--- config.mk ---
export PLATFORM = sky130hd
export DESIGN_NAME = pc_unit
export DESIGN_NICKNAME = d
export VERILOG_FILES = /design/src/rtl/pc_pkg.sv /design/src/rtl/pc_target.sv /design/src/rtl/pc_unit.sv
export SDC_FILE = /design/constraint.sdc
export NUM_CORES = 1
export LEC_CHECK = 0
export ABC_AREA = 1
export CAP_MARGIN = 20
export CELL_PAD_IN_SITES_DETAIL_PLACEMENT = 0
export CELL_PAD_IN_SITES_GLOBAL_PLACEMENT = 2
export CORE_ASPECT_RATIO = 0.8
export CORE_MARGIN = 4
export CORE_UTILIZATION = 29
export DETAILED_ROUTE_END_ITERATION = 10
export PLACE_DENSITY_LB_ADDON = 0.1
export SLEW_MARGIN = 0
export SYNTH_ARGS = -nofsm -noshare
export SYNTH_HDL_FRONTEND = slang
export SYNTH_SLANG_ARGS = --single-unit
--- constraint.sdc ---
create_clock -name clock -period 5.05 [get_ports clock]
set_input_delay 1.01 -clock clock [delete_from_list [all_inputs] [get_ports clock]]
set_output_delay 1.01 -clock clock [all_outputs]
set_load 0.02 [all_outputs]
--- src/rtl/pc_pkg.sv ---
// Shared types and constants for the program-counter slice.
package pc_pkg;

  typedef enum logic {
    PC_RUN,
    PC_HALT
  } pc_state_t;

  typedef enum logic [1:0] {
    SEL_SEQ,
    SEL_BR,
    SEL_JAL,
    SEL_JALR
  } pc_sel_t;

  localparam int unsigned INSTR_BYTES = 4;

endpackage

--- src/rtl/pc_target.sv ---
// Next-PC target generation: control priority encode, address adders,
// JALR bit0 clear and misaligned-target detection. Purely combinational.
module pc_target
  import pc_pkg::*;
#(
  parameter int unsigned ALEN = 32
) (
  input  logic [ALEN-1:0] pc_i,
  input  logic [ALEN-1:0] imm_i,
  input  logic [ALEN-1:0] rs1_i,
  input  logic            brnch_i,
  input  logic            jmp_i,
  input  logic            jmplr_i,
  output pc_sel_t         sel_o,
  output logic [ALEN-1:0] plus4_o,
  output logic [ALEN-1:0] target_o,
  output logic            misalign_o
);

  logic [ALEN-1:0] rel_sum;
  logic [ALEN-1:0] jalr_sum;

  assign plus4_o  = pc_i + ALEN'(INSTR_BYTES);
  assign rel_sum  = pc_i + imm_i;
  assign jalr_sum = rs1_i + imm_i;

  // Priority encode the control inputs: jmplr > jmp > brnch > sequential.
  always_comb begin
    sel_o = SEL_SEQ;
    if (jmplr_i) begin
      sel_o = SEL_JALR;
    end else if (jmp_i) begin
      sel_o = SEL_JAL;
    end else if (brnch_i) begin
      sel_o = SEL_BR;
    end
  end

  // Select the target; JALR drops bit0 before the alignment test.
  always_comb begin
    target_o = plus4_o;
    unique case (sel_o)
      SEL_SEQ:  target_o = plus4_o;
      SEL_BR:   target_o = rel_sum;
      SEL_JAL:  target_o = rel_sum;
      SEL_JALR: target_o = {jalr_sum[ALEN-1:1], 1'b0};
      default:  target_o = plus4_o;
    endcase
  end

  assign misalign_o = |target_o[1:0];

endmodule

--- src/rtl/pc_unit.sv ---
// Program counter with branch/JAL/JALR, stall, misalign-to-HALT and resume.
// Optional retired-instruction counter enabled by defining PC_INSTRET_EN.
module pc_unit
  import pc_pkg::*;
#(
  parameter int unsigned     ALEN      = 32,
  parameter logic [ALEN-1:0] RESET_VEC = '0,
  parameter logic [ALEN-1:0] TRAP_VEC  = ALEN'('h100),
  parameter int unsigned     CNTW      = 32
) (
  input  logic            clock,
  input  logic            reset,
  input  logic            stall,
  input  logic            brnch,
  input  logic            jmp,
  input  logic            jmplr,
  input  logic [ALEN-1:0] imm,
  input  logic [ALEN-1:0] rs1,
  input  logic            resume,
  output logic [ALEN-1:0] pcOut,
  output logic [ALEN-1:0] pcPlus4,
  output logic            halted,
  output logic            misalign,
`ifdef PC_INSTRET_EN
  output logic [CNTW-1:0] instret,
`endif
  output logic [ALEN-1:0] epc
);

  // Elaboration-time sanity checks on the configuration.
  if (ALEN < 4) begin : g_chk_alen
    $error("pc_unit: ALEN must be at least 4");
  end
  if (CNTW < 1) begin : g_chk_cntw
    $error("pc_unit: CNTW must be at least 1");
  end
  if ((RESET_VEC[1:0] != 2'b00) || (TRAP_VEC[1:0] != 2'b00)) begin : g_chk_vec
    $error("pc_unit: RESET_VEC and TRAP_VEC must be 4-byte aligned");
  end

  pc_state_t       state_q, state_d;
  logic [ALEN-1:0] pc_q, pc_d;
  logic [ALEN-1:0] epc_q, epc_d;
  logic            mis_q, mis_d;

  pc_sel_t         tgt_sel;
  logic [ALEN-1:0] tgt_plus4;
  logic [ALEN-1:0] tgt_addr;
  logic            tgt_mis;

  pc_target #(
    .ALEN(ALEN)
  ) u_target (
    .pc_i      (pc_q),
    .imm_i     (imm),
    .rs1_i     (rs1),
    .brnch_i   (brnch),
    .jmp_i     (jmp),
    .jmplr_i   (jmplr),
    .sel_o     (tgt_sel),
    .plus4_o   (tgt_plus4),
    .target_o  (tgt_addr),
    .misalign_o(tgt_mis)
  );

  // Next-state logic: advance, fault into HALT, or leave HALT on resume.
  always_comb begin
    state_d = state_q;
    pc_d    = pc_q;
    epc_d   = epc_q;
    mis_d   = 1'b0;
    unique case (state_q)
      PC_RUN: begin
        if (!stall) begin
          if (tgt_mis) begin
            epc_d   = tgt_addr;
            mis_d   = 1'b1;
            state_d = PC_HALT;
          end else begin
            pc_d = tgt_addr;
          end
        end
      end
      PC_HALT: begin
        if (resume) begin
          pc_d    = TRAP_VEC;
          state_d = PC_RUN;
        end
      end
      default: state_d = PC_RUN;
    endcase
  end

  // State register with synchronous active-low reset.
  always_ff @(posedge clock) begin
    if (!reset) begin
      state_q <= PC_RUN;
      pc_q    <= RESET_VEC;
      epc_q   <= '0;
      mis_q   <= 1'b0;
    end else begin
      state_q <= state_d;
      pc_q    <= pc_d;
      epc_q   <= epc_d;
      mis_q   <= mis_d;
    end
  end

`ifdef PC_INSTRET_EN
  logic [CNTW-1:0] cnt_q;

  // Count every RUN edge that actually advances the PC.
  always_ff @(posedge clock) begin
    if (!reset) begin
      cnt_q <= '0;
    end else if ((state_q == PC_RUN) && !stall && !tgt_mis) begin
      cnt_q <= cnt_q + CNTW'(1);
    end
  end

  assign instret = cnt_q;
`endif

  assign pcOut    = pc_q;
  assign pcPlus4  = tgt_plus4;
  assign halted   = (state_q == PC_HALT);
  assign misalign = mis_q;
  assign epc      = epc_q;

endmodule

---- After elaboration in Yosys (flattened, before gate mapping) ----
Cells that the tools add are included.
word-level totals
  register bits ........................... 66
  output and inout bits ................... 98
  input bits .............................. 71
  logic and storage cells ................. 34
operators by class
  reductions and logical operators ........ 6
  mux-type cells .......................... 12
  equal/unequal tests ..................... 6
  bitwise operators ....................... 3
  $add $sub $neg .......................... 3
operators with widths
  kind                                            count
  2-to-1 mux 32 bit                               3
  one-hot mux 32 bit (3 select lines)             1
  adder 32 bit                                    2
  one-hot mux 32 bit (2 select lines)             1
  adder 32 x 3 -> 32 bit (second input constant)  1
  != test 2 bit (second input constant)           3
  AND reduction 3 bit                             2
  OR reduction 2 bit                              3
  == test 2 bit (second input constant)           2
  2-to-1 mux 1 bit                                4
  2-to-1 mux 2 bit                                2
  NOT 1 bit                                       3
  == test 2 x 1 -> 1 bit (second input constant)  1
  zero test 2 bit                                 1
  one-hot mux 1 bit (2 select lines)              1

---- Depth between registers and ports, before layout ----
Gate-level depths: netlist of the first run.
  word-level depth ........................ 10
  gate-level depth with buffers ........... 16
  depth with buffers taken out ............ 16

---- Cells and area by module ----
A second synthesis of the first run with hierarchy kept.
second synthesis, totals
  cell total of the unflattened synthesis .. 1695
  area total of the unflattened synthesis .. 8862.2 um2
by module, submodules not included
  module     area each (um2)  cells each  times used  sequential area each (um2)
  pc_target  6224.7           1316        1           0.0
  pc_unit    2637.5           379         1           1321.3

---- Least setup slack after synthesis of the first run ----
Ideal clock, no wire load.
  path kind ............................... reg2out
  from .................................... register pc_q[3], in the netlist pcOut[3]
  to ...................................... output pcPlus4[20]
  arrival time ............................ 1.847 ns
  cell stages (with the launch flop) ...... 10
  slack ................................... 2.193 ns
  required time ........................... 4.040 ns
  path buffers ............................ 0
  cell sequence ........................... dfxtp_1 -> ha_1 -> nand3_2 -> inv_2 -> nand2_2 -> inv_2 -> nand3_2 -> nor2_2 -> nand3_1 -> xor2_1
between the ends
  longest elaborated chain between the ends .. 1
ends and longest elaborated chain
  what                    line             source
  start, declared         pc_unit.sv:42    logic [ALEN-1:0] pc_q, pc_d;
  start signal, assigned  pc_unit.sv:103   pc_q <= pc_d;
  adder 32 x 3 -> 32 bit  pc_target.sv:23  assign plus4_o = pc_i + ALEN'(INSTR_BYTES);
  end, declared           pc_unit.sv:21    output logic [ALEN-1:0] pcPlus4,
No other way between the ends.

---- Final worst setup path of the first run ----
  from .................................... register pc_q[2], in the netlist pcOut[2]
  to ...................................... output pcPlus4[26]
Same word-level chain as after synthesis.

==> results of run 1 <==
## cell families (layout without fill, tap and decap cells)
group	count (synthesis)	count (layout)	share of synthesized area [%]
XOR/XNOR	21	21	2.15
adder cells (fa/ha/maj)	66	66	9.81
flip-flops	66	66	15.4
buffers and inverters	313	474	14.1
AO/OA/AOI/OAI	202	202	12.8
AND/OR/NAND/NOR	914	914	45.7
## flip-flops by register name, indices dropped and copies added (netlist names)
signal    count
epc          32
halted        1
misalign      1
pcOut        32
## critical path, stage by stage, from the launching register on
cell	delay [ps]
dfxtp_1	530
ha_1	430
nand3_2	210
inv_2	110
nand2_2	100
nor4_1	430
nand2_1	130
nand2_1	150
clkdlybuf4s50_1	630
## where the power goes
part	internal [mW]	total, mW	switching, mW
combinational	0.500	1.35	0.851
clock	0.460	0.705	0.245
sequential	0.584	0.679	0.0954
## layout make-up
type                    count  share of cell area, %
flip-flops and latches     66                   12.1
clock buffers              12                   2.34
multi-input cells        1203                   55.1
well taps                 370                   4.22
repair buffers            178                   16.0
clock inverters             4                  0.673
inverters                 280                   9.59
## per-stage QoR
step | utilization, % | cells | power [mW] | hold slack (ps)
after global placement | 37.1 | 2097 | 2.04 | 462
after CTS | 38.2 | 2113 | 2.75 | 476
after global routing | 38.2 | 2113 | 2.92 | 513
after floorplan | - | 1582 | 1.47 | 537
final | 38.2 | 2113 | 2.73 | 481
after detailed placement | 37.1 | 2097 | 2.04 | 467
## layout by cell type (no fill, tap or decap), drive strengths merged, types with 2 or more instances in the layout
master         netlist  layout
dfxtp               66      66
buf                 12      10
nand3b              13      13
bufinv               0       2
clkdlybuf4s50        0     168
a21oi              120     120
and3                 3       3
o21bai               6       6
or2                 17      17
xnor2                9       9
nand3              154     154
o211ai               6       6
nand2              569     569
clkbuf              21      12
xor2                12      12
clkinv               2       4
and2                 6       6
nor4                 3       3
ha                  64      64
nor3                16      16
o221ai               2       2
nand4               15      15
nor2               118     118
o21ai               63      63
inv                278     278
fa                   2       2
## cells in the mapped netlist, drive strengths merged
library cell / instances
buf: 12
o31ai: 1
clkbuf: 21
and3: 3
o21ai: 63
nand3: 154
xnor2: 9
o21a: 1
or2: 17
fa: 2
nor3: 16
a31oi: 1
clkinv: 2
a21o: 1
nor2: 118
nor4: 3
and2: 6
nand3b: 13
o221ai: 2
a21oi: 120
a211oi: 1
inv: 278
nand2: 569
o211ai: 6
nand4: 15
dfxtp: 66
ha: 64
o21bai: 6
xor2: 12
## final timing paths
| path | end | depth (start not counted) |
|---|---|---|
| min | epc[0] | 2 |
| min reg2reg | epc[0] | 2 |
| max reg2reg | epc[30] | 13 |
| max | pcPlus4[26] | 8 |
## metal layers
layer | vias to the layer above | track usage, % | part of all wire (%)
li1 | 5293 | - | -
met1 | 4420 | 32.6 | 51
met2 | 253 | 35.7 | 43
met3 | 12 | 2.77 | 5.0
met4 | 0 | 1.72 | 0.54
met5 | - | 0 | 0
==> flow_summary_export.csv, run 1 <==
group,metric,value,unit
power_and_ir_drop,worst_ir_drop_vdd,0.166,mV
final_layout,nNetsFinal,1875,
floorplanning,start_util,29.9,%
grt,grt_pass1_wl,55800,microns
drt,drt_iter0_markers,612,
drt,post_drt_wl_per_cell,17.5,microns
clock_tree,cts_resized,0,
clock_tree,cts_num_sinks,66,
floorplanning,core-area,28700,sq um
min_path,min_from,"epc[0]",
clock_tree,cts_root_buf,"clkbuf_16",
synthesis,ys_seq_area_share,15.4,%
synthesis,syn_area,8570,sq um
floorplanning,die_w,200,microns
final_layout,fin_area,11000,sq um
floorplanning,num_rows,55,
final_layout,layout-drive-gt1-share,4.48,%
sta,maxSlewViolCount,0,
synthesis,syn_area_per_cell,5.42,sq um
min_path,worstHoldPathType,"flop to flop",
placement,dp_hpwl,31500,microns
drt,vias,9978,
worst_setup_path,end_kind,"primary output",
grt,overflow,0,
synthesis,yosys.cell_types.count,45,
drt,viasPerCell,4.72,
sta,fin_ws,984,ps
worst_setup_path,path_max_fanout,6,
sta,finalHoldViolCount,0,
drt,dr.pass1.iters,5,
final_layout,diodes,0,
sta,fmax,246,MHz
final_layout,multiInputGateArea,6040,sq um
drt,route.detailed.drc,0,
clock_tree,cts_buffers,9,
synthesis,synth.largest_area_cell,"nand2_1",
sta,rsz0062_at_grt,"false",
floorplanning,die_h,162,microns
placement,placed_cell_area,10600,sq um
clock_tree,clk_latency,330,ps
synthesis,ys_top_cells_by_area,"nand2_1, dfxtp_1, inv_1",
synthesis,synthesis.nets,1719,
worst_setup_path,cp_data_required_time,4040,ps
flow_run,drv_cap,0,
synthesis,synth_top_area_share,24.8,%
worst_setup_path,ff2ff_setup_slack,2330,ps
clock_tree,cts_tree,"built",
clock_tree,htree_levels,3,
outcome,status,"finished, final reports clean",
worst_setup_path,start_kind,"flop",
sta,finalClockSkew,8.12,ps
final_layout,syn_to_final_growth,28.0,%
drt,wirelength,37100,microns
clock_tree,clkTransAtPathRegs,60,ps
sta,setup_viol_count_final,0,
placement,finalWeightedCongestion,0.898,
grt,grt_max_degree,61,
clock_tree,postCtsSetupBuffers,0,
grt,grt_usage,22.0,%
power_and_ir_drop,powerDensity,249,nW/um^2
synthesis,synth_cells,1582,
final_layout,seq_area,1320,sq um
synthesis,ys_ff_latch,66,
worst_setup_path,crit_start,"pcOut[2]",
sta,min_period,4070,ps
grt,grt_pass1_vias,9198,
clock_tree,cts.path.max_buffers,2,
floorplanning,die_area,32400,sq um
grt,antenna_found_initial,0,
sta,final.setup.tns,0,ps
worst_setup_path,critPathArrivalTime,3060,ps
placement,io_buffers,168,
power_and_ir_drop,leakagePower,5.66,nW
final_layout,fillers,3211,
drt,ant_nets,0,
sta,tightest_slew,532,ps
synthesis,yosysWarnings,0,
clock_tree,postCtsHoldBufs,0,
floorplanning,num_io_pins,169,
worst_setup_path,reg2reg_from,"pcOut[9]",
sta,slew_headroom,64.3,%
placement,pre_cts_slack,1140,ps
worst_setup_path,critPathKind,"flop to primary output",
sta,finalCritPeriodShare,80.5,%
Power figures use the tool's default switching activity.
==> run 2, diff against run 1 <==
Settings changed: CORE_UTILIZATION 29 to 24.
Clock period 5.05 ns to 3.7 ns, I/O delays scaled along.
==> run 2 against run 1 <==
  * Critical path type unchanged
  * Clock skew about the same
  * Total power increased by 35%
  * Clock power increased by 21%
  * Clock-buffer cell count increased by 2
  * Largest power group unchanged
  * Non-clock buffer count increased by 20
  * Register-to-register slack got worse by 1300 ps
  * Worst setup slack got worse by 840 ps
  * First-iteration DRC count increased by 14%
  * Highest routed layer unchanged
  * Sequential power increased by 32%
  * Worst hold slack got worse by 19 ps
==> flow_summary_export.csv, run 2 (synthesis results as in run 1) <==
group,metric,value,unit
grt,grt_usage,19.8,%
final_layout,layout_common_cells,"nand2_1, inv_1, clkdlybuf4s50_1",
drt,ant_nets,0,
worst_setup_path,ff2ff_setup_slack,1030,ps
sta,slew_headroom,62.5,%
worst_setup_path,end_kind,"primary output",
floorplanning,num_rows,61,
grt,grt_pass1_vias,9502,
worst_setup_path,slowest_delay,610,ps
grt,grt_pass1_wl,58200,microns
sta,finalCritPeriodShare,96.2,%
outcome,status,"finished, final reports clean",
power_and_ir_drop,leakagePower,5.75,nW
drt,drt_iter0_markers,698,
sta,min_period,3560,ps
sta,final.setup.tns,0,ps
floorplanning,die_area,38800,sq um
sta,holdWs,462,ps
flow_run,drv_cap,0,
worst_setup_path,worstPathCellList,"nand2_1, nor2_1, nand4_1, nor2_2, nand2_1, or2_1, nand2_1, clkdlybuf4s50_1",
drt,vias,10100,
grt,overflow,0,
placement,finalWeightedCongestion,0.850,
clock_tree,cts_num_sinks,66,
drt,post_drt_wl_per_cell,17.7,microns
final_layout,fin_area,11200,sq um
final_layout,nNetsFinal,1895,
floorplanning,num_io_pins,169,
worst_setup_path,crit_start,"pcOut[10]",
clock_tree,cts_buffers,9,
min_path,worstHoldPathType,"flop to flop",
clock_tree,cts.path.max_buffers,2,
floorplanning,core-area,35000,sq um
worst_setup_path,crit_buf_inv,1,
worst_setup_path,crit_end,"pcPlus4[21]",
power_and_ir_drop,powerDensity,327,nW/um^2
placement,dp_hpwl,33600,microns
worst_setup_path,cp_data_required_time,2960,ps
floorplanning,die_w,219,microns
sta,maxSlewViolCount,0,
clock_tree,clk_latency,350,ps
drt,wirelength,39500,microns
clock_tree,clkTransAtPathRegs,60,ps
final_layout,stdcell_count,2234,
clock_tree,htree_levels,3,
sta,fmax,281,MHz
clock_tree,cts_root_buf,"clkbuf_16",
sta,setup_viol_count_final,0,
drt,viasPerCell,4.51,
clock_tree,cts_tree,"built",
sta,rsz0062_at_grt,"false",
grt,antenna_found_initial,0,
worst_setup_path,r2r-end,"epc[28]",
power_and_ir_drop,worst_ir_drop_vdd,0.166,mV
worst_setup_path,r2r_cells,15,
floorplanning,die_h,177,microns
worst_setup_path,reg2reg_from,"pcOut[0]",
sta,tightest_slew,559,ps
drt,dr.pass1.iters,5,
worst_setup_path,critPathKind,"flop to primary output",
final_layout,layout-drive-gt1-share,5.85,%
worst_setup_path,cpMaxStageDelayCell,"clkdlybuf4s50_1",
floorplanning,start_util,24.5,%
worst_setup_path,path_delay_family,"simple AND/OR/NAND/NOR gates",
final_layout,diodes,0,
placement,place_inst,2219,
worst_setup_path,cpMostUsedCell,"nand2_1",
worst_setup_path,start_kind,"flop",
sta,finalClockSkew,8.32,ps
worst_setup_path,critPathArrivalTime,2820,ps
placement,placed_cell_area,10900,sq um
sta,finalHoldViolCount,0,
final_layout,final_common_cell,"nand2_1",
worst_setup_path,crit_cells,8,
placement,io_buffers,168,
final_layout,syn_to_final_growth,31.2,%
worst_setup_path,path_max_fanout,6,
drt,route.detailed.drc,0,
grt,grt_max_degree,53,
## run 2: cell count changes in the layout (fill, tap and decap cells not counted), moves of 2 or more
cell,previous run,this run
dfxtp_1,66,62
bufinv_16,2,0
dfxtp_2,0,4
buf_4,10,28
buf_12,0,2
clkbuf_8,2,4
## run 2: area by class of cell
| type | count | area, sq um |
|---|---|---|
| Inverter | 280 | 1050 |
| Clock buffer | 14 | 284 |
| Multi-Input combinational cell | 1203 | 6050 |
| Fill cell | 4073 | 23700 |
| Sequential cell | 66 | 1330 |
| Timing Repair Buffer | 198 | 1930 |
| Tap cell | 472 | 591 |
| Clock inverter | 1 | 7.51 |
## run 2: where the power goes
part           total [mW]  leakage (nW)  switching [mW]  internal [mW]
logic                1.93          5.07            1.21          0.720
clock network       0.855         0.141           0.331          0.524
registers           0.894         0.543          0.0962          0.798
total                3.68          5.75            1.64           2.04
## run 2: repair_timing
action | in CTS | in global routing
setup buffers | 0 | 0
endpoints found under the setup margin | 0 | 5
hold buffers | 0 | 0
endpoints found under the hold margin | 0 | 0
gates resized for setup | 0 | 6
## run 2: routing by layer
metal | vias to the layer above | routed length (microns) | global-route usage, %
li1 | 5329 | - | -
met1 | 4504 | 20200 | 28.7
met2 | 214 | 17500 | 32.2
met3 | 20 | 1440 | 2.51
met4 | 0 | 391 | 2.76
met5 | - | 0 | 0
## run 2: how the worst min path moves through the flow
stage               startpoint      to  slack (ps)  depth (start not counted)
detailed placement      epc[1]  epc[1]         450                          2
floorplan               epc[0]  epc[0]         540                          2
global route            epc[1]  epc[1]         490                          2
global placement        epc[1]  epc[1]         460                          2
finish                  epc[0]  epc[0]         460                          2
CTS                     epc[1]  epc[1]         460                          2
## run 2: metrics by stage
| stage | setup WS (ps) | utilization, % | total power, mW |
|---|---|---|---|
| 2_1_floorplan | 1110 | - | 2.01 |
| 3_3_place_gp | 245 | 31.3 | 2.86 |
| 3_5_place_dp | 260 | 31.3 | 2.85 |
| 4_1_cts | 13.5 | 32.1 | 3.73 |
| 5_1_grt | 5.62 | 32.2 | 3.95 |
| 6_report | 142 | 32.2 | 3.68 |
## run 2: tightest hold or removal path, delay by kind of cell, from the launching register on
kind / cells / cell delay (ps)
simple gates: 1 / 60
compound gates: 1 / 50
flops: 1 / 300
==> run 3, diff against run 2 <==
Settings changed: CORE_UTILIZATION 24 to 29, DONT_BUFFER_PORTS from default to 1.
==> run 3 against run 2 <==
  * Critical path depth increased by 2
  * Maximum frequency rose by 7.1%
  * Wire length fell by 7.1%
  * Clock skew decreased by 0.81 ps
  * Utilization grew 0.47 points
  * Clock power decreased by 0.7%
  * Register-to-register slack got worse by 190 ps
  * Sequential cell count is the same
  * Clock-buffer cell count decreased by 2
==> flow_summary_export.csv, run 3 (synthesis results as in run 1) <==
group,metric,value,unit
clock_tree,htree_levels,3,
outcome,status,"finished, final reports clean",
sta,finalCritPeriodShare,89.8,%
power_and_ir_drop,worst_ir_drop_vdd,0.170,mV
floorplanning,die_area,32400,sq um
sta,fmax,301,MHz
final_layout,final_common_cell,"nand2_1",
placement,pre_cts_slack,713,ps
clock_tree,cts_resized,0,
final_layout,stdcell_count,1959,
drt,viasPerCell,4.76,
final_layout,layout-drive-gt1-share,5.73,%
sta,final.setup.tns,0,ps
final_layout,layout_common_cells,"nand2_1, inv_1, nand3_1",
floorplanning,core-area,28700,sq um
drt,route.detailed.drc,0,
drt,wirelength,36700,microns
placement,placed_cell_area,9080,sq um
worst_setup_path,ff2ff_setup_slack,840,ps
worst_setup_path,critPathArrivalTime,2580,ps
drt,ant_nets,0,
placement,dp_hpwl,31600,microns
clock_tree,cts.path.max_buffers,2,
drt,drt_iter0_markers,634,
drt,vias,9329,
sta,holdWs,511,ps
clock_tree,cts_root_buf,"clkbuf_16",
worst_setup_path,end_kind,"primary output",
floorplanning,start_util,29.9,%
grt,grt_pass1_vias,8810,
sta,tightest_slew,660,ps
sta,slew_headroom,55.7,%
min_path,hold-path-cell-count,2,
floorplanning,num_io_pins,169,
placement,place_inst,1944,
sta,maxSlewViolCount,0,
min_path,min_to,"pcOut[7]",
drt,dr.pass1.iters,5,
clock_tree,postCtsSetupBuffers,0,
placement,io_buffers,0,
min_path,worstHoldPathType,"flop to flop",
min_path,min_from,"pcOut[7]",
worst_setup_path,r2r-end,"pcOut[22]",
clock_tree,clkTransAtPathRegs,60,ps
grt,grt_max_degree,61,
clock_tree,postCtsHoldBufs,0,
floorplanning,die_h,162,microns
grt,overflow,0,
worst_setup_path,critPathKind,"flop to primary output",
sta,min_period,3320,ps
worst_setup_path,start_kind,"flop",
clock_tree,cts_num_sinks,66,
final_layout,diodes,0,
sta,setup_viol_count_final,0,
worst_setup_path,cp_data_required_time,2960,ps
final_layout,nNetsFinal,1722,
power_and_ir_drop,leakagePower,5.10,nW
final_layout,fin_area,9360,sq um
grt,antenna_found_initial,0,
worst_setup_path,path_max_fanout,6,
clock_tree,cts_tree,"built",
floorplanning,die_w,200,microns
worst_setup_path,r2r_cells,13,
clock_tree,cts_buffers,9,
grt,grt_usage,22.0,%
grt,grt_pass1_wl,55400,microns
sta,finalHoldViolCount,0,
sta,rsz0062_at_grt,"false",
placement,finalWeightedCongestion,0.861,
worst_setup_path,reg2reg_from,"pcOut[12]",
final_layout,syn_to_final_growth,9.29,%
sta,fin_ws,377,ps
floorplanning,num_rows,55,
flow_run,drv_cap,0,
power_and_ir_drop,powerDensity,355,nW/um^2
drt,post_drt_wl_per_cell,18.7,microns
clock_tree,clk_latency,330,ps
sta,finalClockSkew,7.51,ps
-- run 3: changes by cell type in the layout (fill, tap and decap cells not counted), moves of 2 or more --
| cell | delta |
|---|---|
| clkdlybuf4s50_1 | -168 |
| clkinv_2 | +2 |
| clkbuf_8 | -3 |
| dfxtp_1 | +4 |
| buf_4 | -4 |
| dfxtp_2 | -4 |
-- run 3: worst max path at each step --
stage | startpoint | endpoint | slack [ps] | cells past startpoint
after floorplan | pcOut[3] | pcPlus4[20] | 1110 | 9
after global placement | pcOut[3] | pcPlus4[20] | 720 | 10
after detailed placement | pcOut[3] | pcPlus4[20] | 710 | 10
after CTS | pcOut[3] | pcPlus4[20] | 350 | 10
after global routing | pcOut[3] | pcPlus4[20] | 210 | 10
final | pcOut[3] | pcPlus4[20] | 380 | 10
-- run 3: area by class of cell --
cell class | count | area [sq um]
Multi-Input combinational cell | 1203 | 6040
Tap cell | 370 | 463
Fill cell | 3323 | 19300
Clock buffer | 12 | 246
Clock inverter | 3 | 40.0
Timing Repair Buffer | 25 | 200
Sequential cell | 66 | 1320
Inverter | 280 | 1050
-- run 3: worst max-delay path: stages, from the launching register on --
cell,delay [ps]
dfxtp_1,300
buf_4,190
ha_1,380
nand3_2,210
inv_2,120
nand2_2,90
inv_2,80
nand3_2,100
nor2_2,130
nand3_1,140
xor2_1,510
-- run 3: through the flow --
step / utilization [%] / total power [mW]
floorplan: - / 2.01
global placement: 31.6 / 2.51
detailed placement: 31.6 / 2.50
CTS: 32.6 / 3.36
global route: 32.6 / 3.57
finish: 32.6 / 3.32
-- run 3: power breakdown --
group	switching [mW]	leakage (nW)	internal, mW	total (mW)
Sequential	0.195	0.541	0.797	0.992
Clock	0.314	0.142	0.534	0.849
Combinational	1.03	4.42	0.451	1.48
Total	1.54	5.10	1.78	3.32
-- run 3: per-layer routing --
metal	vias up	track usage, %	wire length [microns]
li1	5002	-	-
met1	4108	30.9	18100
met2	205	35.6	16000
met3	14	5.43	2420
met4	0	1.72	164
met5	-	0	0
==> edit (config.mk and constraints of run 3) <==
`ALEN` is set to 32 in 2 places; all go to 64.
--- a/src/rtl/pc_target.sv
+++ b/src/rtl/pc_target.sv
@@ -3,7 +3,7 @@
 module pc_target
   import pc_pkg::*;
 #(
-  parameter int unsigned ALEN = 32
+  parameter int unsigned ALEN = 64
 ) (
   input  logic [ALEN-1:0] pc_i,
   input  logic [ALEN-1:0] imm_i,
--- a/src/rtl/pc_unit.sv
+++ b/src/rtl/pc_unit.sv
@@ -3,7 +3,7 @@
 module pc_unit
   import pc_pkg::*;
 #(
-  parameter int unsigned     ALEN      = 32,
+  parameter int unsigned     ALEN      = 64,
   parameter logic [ALEN-1:0] RESET_VEC = '0,
   parameter logic [ALEN-1:0] TRAP_VEC  = ALEN'('h100),
   parameter int unsigned     CNTW      = 32
Ports: changed (5 resized); port bits go from 169 to 329. No check against the original RTL was run, so the function may have changed too.
==> edit against run 3 <==
Cell area increased by 130%. Area after synthesis is 120% higher. Worst setup slack worse by 0.32 ns. Total power is 110% higher. Fmax fell by 8.8%. Count of clock-buffer cells in the layout grew 8. Via count rose to 2.6 times the old value. Critical path depth shrank 5. Wire length grew to 2.9 times the old value. Synthesized cell count up 140%. Sequential cell count grew 64. Register-to-register slack got worse by 0.49 ns.
==> edit: results (changes against run 3) <==
| Metric | Value |
|---|---|
| Antenna violations before repair | `1 (+1)` |
| Metal3 WL | `8360 um (+250%)` |
| Pin count of the biggest net entering global routing | `80 (+31%)` |
| M1 wire length | `52400 um (+190%)` |
| Adder-Cell Fraction of Synth Area | `8.59% (-1.2 points)` |
| Drt via density | `5.15 (+8.1%)` |
| Crit path max fanout | `8 (+2)` |
| Top cells by area, synth | `nand2_1 28%, dfxtp_1 14%, inv_1 14%, nand3_1 9.1%, ha_1 8.4%` |
| Slew @ Worst Pin | `1.02 ns (+0.357 ns)` |
| Outcome | `completed` |
| WHS | `0.435 ns (-0.0756 ns)` |
| Critical Path Start | `pcOut[19]` |
| Final worst slack | `0.0569 ns (-0.320 ns)` |
| Inverters, non-clock | `702 (+150%)` |
| Cell variety after synth | `46 (+2.2%)` |
| Buffer share of cell area | `3.56% (+1.4 points)` |
| Total CTS buffers | `17 (+8)` |
| Setup crit end | `pcPlus4[53]` |
| # H-tree levels | `4 (+1)` |
| First-pass GRT wire length | `153000 um (+180%)` |
| First-pass DRT Iterations | `6 (+1)` |
| Global-route met3 utilization | `4.17% (-1.3 points)` |
| CP max stage cell | `dfxtp_1` |
| Clk cell area share | `2.75% (-0.31 points)` |
| Syn_area_per_cell | `5.10 um2 (-5.9%)` |
| Met2 Routed Length | `45200 um (+180%)` |
| Die Area | `70100 um2 (+120%)` |
| Sequential cell area fraction in the yosys report | `13.6% (-1.8 points)` |
| Critical path's largest stage delay | `0.70 ns (+0.19 ns)` |
| Met1 usage | `44.5% (+14 points)` |
| Clk Latency, worst-skew pair | `0.45 ns (+0.12 ns)` |
| WL/cell | `23.2 um (+24%)` |
| Share of cells above drive strength 1 | `5.67% (-0.058 points)` |
| Hpwl dp | `92800 um (+190%)` |
| Fraction of area in registers | `12.2% (-1.9 points)` |
| Pwr Density | `329 nW/um2 (-7.2%)` |
| Worst vdd ir | `0.332 mV (+95%)` |
| Post-synthesis compound-gate area fraction | `10.6% (-2.2 points)` |
| Finished Layout Cells | `4660 (+140%)` |
[edit: power by group]
part	switching [W]	internal, W	total (W)
clock	0.000713	0.00103	0.00174
combinational	0.00242	0.000937	0.00336
sequential	0.000358	0.00156	0.00192
total	0.00349	0.00352	0.00701
[edit: how the worst min path moves through the flow]
stage | startpoint | to | cells past startpoint
2_1_floorplan | epc[1] | epc[1] | 2
3_3_place_gp | pcOut[12] | pcOut[12] | 2
3_5_place_dp | pcOut[12] | pcOut[12] | 2
4_1_cts | reset | pcOut[0] | 2
5_1_grt | reset | pcOut[0] | 2
6_report | reset | pcOut[0] | 2
[edit: timing repair]
item | CTS | global route
setup endpoints to repair | 3 | 5
gates resized for setup | 3 | 7
pin swaps | 0 | 1
endpoints found under the hold margin | 0 | 0
[edit: kinds of logic after synthesis]
logic type      count (synthesis)
fa+ha+maj                     130
simple gates                 2292
buf+inv                       769
compound gates                395
xor+xnor                       34
flops                         130
